===== config.mk =====
export PLATFORM = sky130hd
export DESIGN_NAME = pipe_ctrl_flat
export DESIGN_NICKNAME = d
export VERILOG_FILES = /design/src/rtl/pipe_ctrl_if.sv /design/src/rtl/pipe_ctrl.sv /design/src/flat_wrapper.sv
export SDC_FILE = /design/constraint.sdc
export NUM_CORES = 1
export LEC_CHECK = 0
export ABC_AREA = 1
export CORE_ASPECT_RATIO = 1.25
export CORE_MARGIN = 2
export CORE_UTILIZATION = 45
export DETAILED_ROUTE_END_ITERATION = 6
export PLACE_DENSITY_LB_ADDON = 0.08
export SETUP_SLACK_MARGIN = 0.4
export SLEW_MARGIN = 15
export SYNTH_ARGS = -nofsm -noshare
export SYNTH_HDL_FRONTEND = slang
export SYNTH_SLANG_ARGS = --single-unit
export TNS_END_PERCENT = 10

===== constraint.sdc =====
create_clock -name clk -period 3.4 [get_ports clk]
set_input_delay 0.68 -clock clk [delete_from_list [all_inputs] [get_ports clk]]
set_output_delay 0.68 -clock clk [all_outputs]
set_load 0.005 [all_outputs]

===== src/rtl/pipe_ctrl_if.sv =====
// Hazard/redirect request bundle between the pipeline stages and pipe_ctrl.
// master: pipeline side raising requests; slave: the stall/flush controller.
interface pipe_ctrl_if #(
    parameter int unsigned PC_W = 32
);
    logic            id_stall_req;
    logic            ex_multi_start;
    logic            mem_req;
    logic            mem_ack;
    logic            flush_req;
    logic [PC_W-1:0] flush_pc;
    logic [4:0]      stall;
    logic            flush;
    logic [PC_W-1:0] new_pc;
    logic            ex_done;
    logic            busy;

    modport master (
        output id_stall_req, ex_multi_start, mem_req, mem_ack, flush_req, flush_pc,
        input  stall, flush, new_pc, ex_done, busy
    );

    modport slave (
        input  id_stall_req, ex_multi_start, mem_req, mem_ack, flush_req, flush_pc,
        output stall, flush, new_pc, ex_done, busy
    );
endinterface


===== src/rtl/pipe_ctrl.sv =====
// Pipeline stall/flush controller: turns ID/EX/MEM hazard and redirect requests into a
// contiguous per-register stall vector and a one-cycle registered flush with target PC.
module pipe_ctrl #(
    parameter int unsigned MUL_CYCLES = 4,
    parameter int unsigned PC_W       = 32
) (
    input logic        clk,
    input logic        rst,
    pipe_ctrl_if.slave bus
);

    typedef enum logic [1:0] {StRun, StExBusy, StMemWait, StFlush} state_t;

    // Stall patterns; bit 0 is the PC register.
    localparam logic [4:0] StallNone  = 5'b00000;
    localparam logic [4:0] StallId    = 5'b00011;
    localparam logic [4:0] StallEx    = 5'b00111;
    localparam logic [4:0] StallMem   = 5'b01111;
    localparam logic [4:0] StallAll   = 5'b11111;
    localparam logic [3:0] CntLoad    = 4'(MUL_CYCLES - 2);

    state_t          state_q, state_d;
    logic [3:0]      cnt_q, cnt_d;
    logic            pend_q, pend_d;
    logic [PC_W-1:0] pc_q, pc_d;
    logic [4:0]      stall_c;
    logic            done_c;

    // Next-state, counter, pending-redirect capture and same-cycle stall response.
    always_comb begin
        state_d = state_q;
        cnt_d   = cnt_q;
        pend_d  = pend_q;
        pc_d    = pc_q;
        stall_c = StallNone;
        done_c  = 1'b0;
        case (state_q)
            StRun: begin
                if (bus.flush_req) begin
                    stall_c = StallAll;
                    pc_d    = bus.flush_pc;
                    state_d = StFlush;
                end else if (bus.mem_req && !bus.mem_ack) begin
                    stall_c = StallMem;
                    state_d = StMemWait;
                end else if (bus.ex_multi_start) begin
                    stall_c = StallEx;
                    cnt_d   = CntLoad;
                    state_d = StExBusy;
                end else if (bus.id_stall_req) begin
                    stall_c = StallId;
                end
            end
            StExBusy: begin
                if (bus.flush_req) begin
                    // Redirect kills the in-flight op; its result is never reported.
                    stall_c = StallAll;
                    pc_d    = bus.flush_pc;
                    state_d = StFlush;
                end else if (cnt_q == 4'd0) begin
                    done_c  = 1'b1;
                    stall_c = bus.id_stall_req ? StallId : StallNone;
                    state_d = StRun;
                end else begin
                    stall_c = StallEx;
                    cnt_d   = cnt_q - 4'd1;
                end
            end
            StMemWait: begin
                if (bus.mem_ack) begin
                    if (pend_q || bus.flush_req) begin
                        stall_c = StallAll;
                        pend_d  = 1'b0;
                        state_d = StFlush;
                        if (bus.flush_req) begin
                            pc_d = bus.flush_pc;
                        end
                    end else begin
                        state_d = StRun;
                    end
                end else begin
                    stall_c = StallMem;
                    // Redirect must wait for the access to retire; keep the newest target.
                    if (bus.flush_req) begin
                        pend_d = 1'b1;
                        pc_d   = bus.flush_pc;
                    end
                end
            end
            StFlush: begin
                if (bus.flush_req) begin
                    pc_d    = bus.flush_pc;
                    state_d = StFlush;
                end else begin
                    state_d = StRun;
                end
            end
            default: state_d = StRun;
        endcase
    end

    // State register with synchronous reset.
    always_ff @(posedge clk) begin
        if (rst) begin
            state_q <= StRun;
            cnt_q   <= 4'd0;
            pend_q  <= 1'b0;
            pc_q    <= '0;
        end else begin
            state_q <= state_d;
            cnt_q   <= cnt_d;
            pend_q  <= pend_d;
            pc_q    <= pc_d;
        end
    end

    // Outputs are forced quiet while reset is held, even before the reset edge lands.
    always_comb begin
        bus.stall   = rst ? StallNone : stall_c;
        bus.ex_done = !rst && done_c;
        bus.busy    = !rst && (state_q != StRun);
        bus.flush   = !rst && (state_q == StFlush);
        bus.new_pc  = rst ? '0 : pc_q;
    end

endmodule


===== src/flat_wrapper.sv =====
// flat-port wrapper written by rule: the top's interface ports become plain ports
module pipe_ctrl_flat 
#(
    parameter int unsigned MUL_CYCLES = 4,
    parameter int unsigned PC_W       = 32
)
  (clk, rst, bus_id_stall_req, bus_ex_multi_start, bus_mem_req, bus_mem_ack, bus_flush_req, bus_flush_pc, bus_stall, bus_flush, bus_new_pc, bus_ex_done, bus_busy);
  pipe_ctrl_if #(.PC_W(PC_W)) bus_i ();
  input logic clk;
  input logic rst;
  input wire logic [$bits(bus_i.id_stall_req)-1:0] bus_id_stall_req;
  input wire logic [$bits(bus_i.ex_multi_start)-1:0] bus_ex_multi_start;
  input wire logic [$bits(bus_i.mem_req)-1:0] bus_mem_req;
  input wire logic [$bits(bus_i.mem_ack)-1:0] bus_mem_ack;
  input wire logic [$bits(bus_i.flush_req)-1:0] bus_flush_req;
  input wire logic [$bits(bus_i.flush_pc)-1:0] bus_flush_pc;
  output wire logic [$bits(bus_i.stall)-1:0] bus_stall;
  output wire logic [$bits(bus_i.flush)-1:0] bus_flush;
  output wire logic [$bits(bus_i.new_pc)-1:0] bus_new_pc;
  output wire logic [$bits(bus_i.ex_done)-1:0] bus_ex_done;
  output wire logic [$bits(bus_i.busy)-1:0] bus_busy;
  assign bus_i.id_stall_req = bus_id_stall_req;
  assign bus_i.ex_multi_start = bus_ex_multi_start;
  assign bus_i.mem_req = bus_mem_req;
  assign bus_i.mem_ack = bus_mem_ack;
  assign bus_i.flush_req = bus_flush_req;
  assign bus_i.flush_pc = bus_flush_pc;
  assign bus_stall = bus_i.stall;
  assign bus_flush = bus_i.flush;
  assign bus_new_pc = bus_i.new_pc;
  assign bus_ex_done = bus_i.ex_done;
  assign bus_busy = bus_i.busy;
  pipe_ctrl #(.MUL_CYCLES(MUL_CYCLES), .PC_W(PC_W)) u_core (.clk(clk), .rst(rst), .bus(bus_i));
endmodule

== Yosys cells after proc, flatten, opt, wreduce, memory -nomap -nowiden ==
Cells that the tools add are included.
Storage, ports and cells
  flip-flop bits (word level): 39
  logic and storage cells: 70
Cells by class
  $add $sub $neg: 1
  equality and inequality tests: 13
  mux-type cells: 36
  reduce and logical (&&, ||, !) cells: 16
Operators with widths (number)
  $mux W32: 4
  $pmux W32 S2: 1
  $mux W5: 8
  $mux W4: 5
  $mux W2: 9
  $pmux W5 S3: 1
  $ne A2 B2 Y1 const B: 6
  $pmux W2 S4: 1
  $pmux W4 S2: 1
  $mux W1: 6
  $ne A3 B2 Y1 const B: 2
  $reduce_and A3 Y1: 2
  $reduce_and A6 Y1: 1
  $reduce_bool A2 Y1: 3
  $eq A2 B2 Y1 const B: 2
  $logic_and A1 B1 Y1: 4
  $logic_not A4 Y1: 1
  $ne A4 B3 Y1 const B: 1
  $sub A4 B1 Y4 const B: 1
  $reduce_or A3 Y1: 1
  $eq A2 B1 Y1 const B: 1
  $logic_not A1 Y1: 2
  $logic_not A2 Y1: 1
  $ne A2 B1 Y1 const B: 1
  $logic_or A1 B1 Y1: 1

== Logic depth before layout (Yosys ltp) ==
  word-level depth: 6
  mapped depth: 9
  mapped depth without buffers: 8

== Least setup slack after synthesis ==
OpenSTA, ideal clock, no wires.
  kind: in2out
  start: input port bus_flush_req
  end: output port bus_stall[1]
  arrival time: 1482 ps
  data required time: 2720 ps
  setup slack: 1238 ps
  stages: 9
  cell sequence: buf_6 -> inv_2 -> buf_4 -> nand2_1 -> o21ai_1 -> nand3_1 -> nand2_1 -> nand2_1 -> buf_4
Between the ends
  cells in the longest elaborated chain, start to end: 5
  elaborated cells on any way between the ends: 7
  those cells by class: mux (6); reduce/logical (1)
Ends and longest elaborated chain
  start, declared: RTL line flat_wrapper.sv:15  | input wire logic [$bits(bus_i.flush_req)-1:0] bus_flush_req;
  $logic_or A1 B1 Y1: RTL line pipe_ctrl.sv:71  | if (pend_q || bus.flush_req) begin
  $mux W5: RTL line pipe_ctrl.sv:71
  $mux W5: RTL line pipe_ctrl.sv:70  | if (bus.mem_ack) begin
  $pmux W5 S3 *: RTL line pipe_ctrl.sv:37  | case (state_q)
  $mux W5 *: RTL line pipe_ctrl.sv:119  | bus.stall = rst ? StallNone : stall_c;
  end, declared: RTL line flat_wrapper.sv:17  | output wire logic [$bits(bus_i.stall)-1:0] bus_stall;
Every way passes the cells marked *; elsewhere a longest branch is shown, timed or not.

== Final worst setup path ==
  start: input port bus_flush_req
  end: output port bus_stall[3]
The elaborated chain is that of the path after synthesis.

==> impl_results.md <==
- Achievable Freq: roughly 350 MHz
- Net count, final: 386
- Share of cells above drive strength 1: 6.63%
- Antenna Cells: 0
- CP startpoint: bus_flush_req
- Overall power: 1.24 mW
- Ys flop type: dfxtp_1
- Fin area: 2710 um2
- Synth top area cells: dfxtp_1, nor2_1, a21oi_1, o21ai_0, inv_1
- Rel. slew slack: 75.3%
- Post-route DRC: 0
- Sw frac: 31.3%
- Maxcap violations: 0
- Placed Area: 2630 um2
- GRT Util Overall: 19.7%
- Worst min-delay path category: flip-flop to flip-flop
- Synth top area share: roughly 43%
- GR peak layer: met2
- Final setup fails: 0
- Std cell rows: 25
- CTS Hold Bufs: 0
- CP required: around 2.7 ns
- # port buffers: slightly below 80
- M1 GR Usage: between 20 and 25%
- Core area: around 3800 um2
- Hold Fails Final Rpt: 0
- Synth Register Bits: 39
- Status: complete, no violations
- Capture point of the worst reg-to-reg path: u_core.cnt_q[2]
- Hold Crit Endpoint: u_core.pc_q[29]
- Static leakage: 1.16 nW
- Synthesized instance count: 273
- Met3 Usage GRT: approximately 6.6%
- CTS Buf Count: 5
- Register area share after synthesis: 42.6%
- Hold path cells: 2
- Post-route ant nets: 0
- Yosys warning total: 0
- Clock buffer depth: 2
- Syn Nets: between 300 and 400
- Worst setup path category: input pin to output port
- Data arrival time of the critical path: about 2.2 ns
- First-pass GRT wire length: 6.84 mm
- Worst R2R Path Depth: 7
- Largest net degree at the start of global routing: 46
- Setup ws final: 0.540 ns
- Sequential group share of total power: a little over two fifths
- Initial antenna violation count: 0
- Clock Sinks: 39
- Gate power share: between 30% and 40%
- Final Skew: between 0.002 and 0.003 ns
- M2 GR Usage: 33.9%
- CTS root buf: clkbuf_8
- Most frequent cells in the layout: clkdlybuf4s50_1, nor2_1, inv_1
- Total gr overflow: 0
- Initial DRC count: 83
- Setup TNS: 0 ns
- Io pins: around 80
- Synth Area per Inst: 6.71 um2
- GPL Wtd Cong: approximately 0.85
- Detailed Place HPWL: 3.07 mm
- Minimum clock period: 2.86 ns
- Setup crit start kind: input pin
- RSZ-0062 raised after global routing: no
- Die ar.: approximately 4600 um2
- Worst-Margin Slew: roughly 0.37 ns
- Die height: 75.4 um
- Reg2reg start: u_core.state_q[0]
- H-tree levels: 2
- Clk_lat worst skew: 0.28 ns
- Starting Density: 47.6%
- CP Max Fanout: 9
- Reg2reg setup slack: 2.18 ns
- Clock network power share: a little under a quarter
- Vias: about 1.9k
- Die Wd: 61.1 um
- Area Overhead vs Synth: 48.1%
- Hold Path Origin: u_core.pc_q[29]
- Cell taking the most area after synthesis: dfxtp_1
- Worst VDD drop: around 0.3 mV
- Number of distinct library cells after synthesis: 23
- Pwr dens: 456 nW/um2
- Crit end category: output port
- Final period utilization: 84.1%
- Number of flops mapped to enable cells by yosys: 0
- Vias per inst: between 4 and 5
- Final wirelength: ~4.3 mm
- Routed WL per cell: between 10 and 15 um
- Synthesized cell area: 1830 um2
- Post-synth ARST share: 0%
- Sw Pwr: a little under 0.4 mW
- Finished Layout Cells: 401
- P_int: 0.849 mW
- Slew Viols, Final: 0
- Vias in the first global route: around 1.6k
- Most common cell after layout, fill and taps aside: clkdlybuf4s50_1
- Inst Count DP: 393
- Pre-CTS setup slack: 0.523 ns
- Reg clk slew, reported paths: 0.07 ns
- CTS tree: done
- Pre-antenna DRT Iters: 4
==> cell type report <==
type	instances	area [um2]
clock buffer	7	76.3
clock inverter	1	5.00
fill	347	1130
inverter	47	176
multi-input combinational	169	782
sequential	39	781
tap	54	67.6
timing repair buffer	84	826
==> synthesized netlist by cell type (2+ instances only) <==
cell / count
nor2_1: 52
nand2_1: 26
clkbuf_2: 3
nand3_1: 5
inv_2: 4
nor2_2: 3
dfxtp_1: 39
buf_4: 2
clkbuf_1: 6
a21oi_1: 34
o21ai_0: 34
o21ai_1: 4
nand3_2: 2
nor3_1: 3
inv_1: 43
buf_2: 6
==> worst max-delay path by stage <==
stage / end / slack [ns] / cells past startpoint
floorplan: bus_stall[1] / 1.24 / 9
global placement: bus_stall[3] / 0.53 / 8
detailed placement: bus_stall[1] / 0.52 / 8
CTS: bus_stall[1] / 0.52 / 8
global route: bus_stall[0] / 0.41 / 9
finish: bus_stall[3] / 0.54 / 7
==> power groups by stage <==
stage | Sequential [mW] | Combinational [mW] | Clock, mW
after global routing | 0.538 | 0.462 | 0.327
final | 0.532 | 0.407 | 0.297
after floorplan | 0.536 | 0.246 | 0
after CTS | 0.532 | 0.409 | 0.308
after detailed placement | 0.542 | 0.407 | 0
after global placement | 0.541 | 0.403 | 0
==> through the flow <==
step / utilization, % / hold slack, ns
6_report: 70.5 / 0.453
5_1_grt: 70.5 / 0.468
3_5_place_dp: 68.4 / 0.443
3_3_place_gp: 68.4 / 0.438
4_1_cts: 70.5 / 0.455
2_1_floorplan: - / 0.430
==> worst max-delay path, cell delays in order <==
cell	delay, ns
clkdlybuf4s50_1	0.49
buf_4	0.17
nand2_1	0.08
nand2_1	0.11
o21ai_0	0.09
inv_1	0.06
clkdlybuf4s50_1	0.49
==> what timing repair did <==
item | 4_1_cts | 5_1_grt
setup endpoints to repair | 0 | 4
endpoints found under the hold margin | 0 | 0
setup buffers | 0 | 0
resized for setup | 0 | 1
==> flip-flops by register name, indices dropped and copies added, names as in the netlist <==
| name | cells |
|---|---|
| u_core.pc_q | 32 |
| u_core.pend_q | 1 |
| u_core.cnt_q | 4 |
| u_core.state_q | 2 |
==> logic make-up after synthesis <==
kind of cell    Yosys count  share of synthesized area [%]
fa+ha+maj                 1                          0.682
buf+inv                  65                           14.7
simple gates             92                           20.6
compound gates           75                           20.9
flops                    39                           42.6
xor+xnor                  1                          0.478
==> layer usage <==
metal / wire, um / vias to the layer above
li1: - / 991
met1: 1840 / 812
met2: 2060 / 60
met3: 313 / 6
met4: 67 / 0
met5: 0 / -
(Power assumes the default switching activity.)
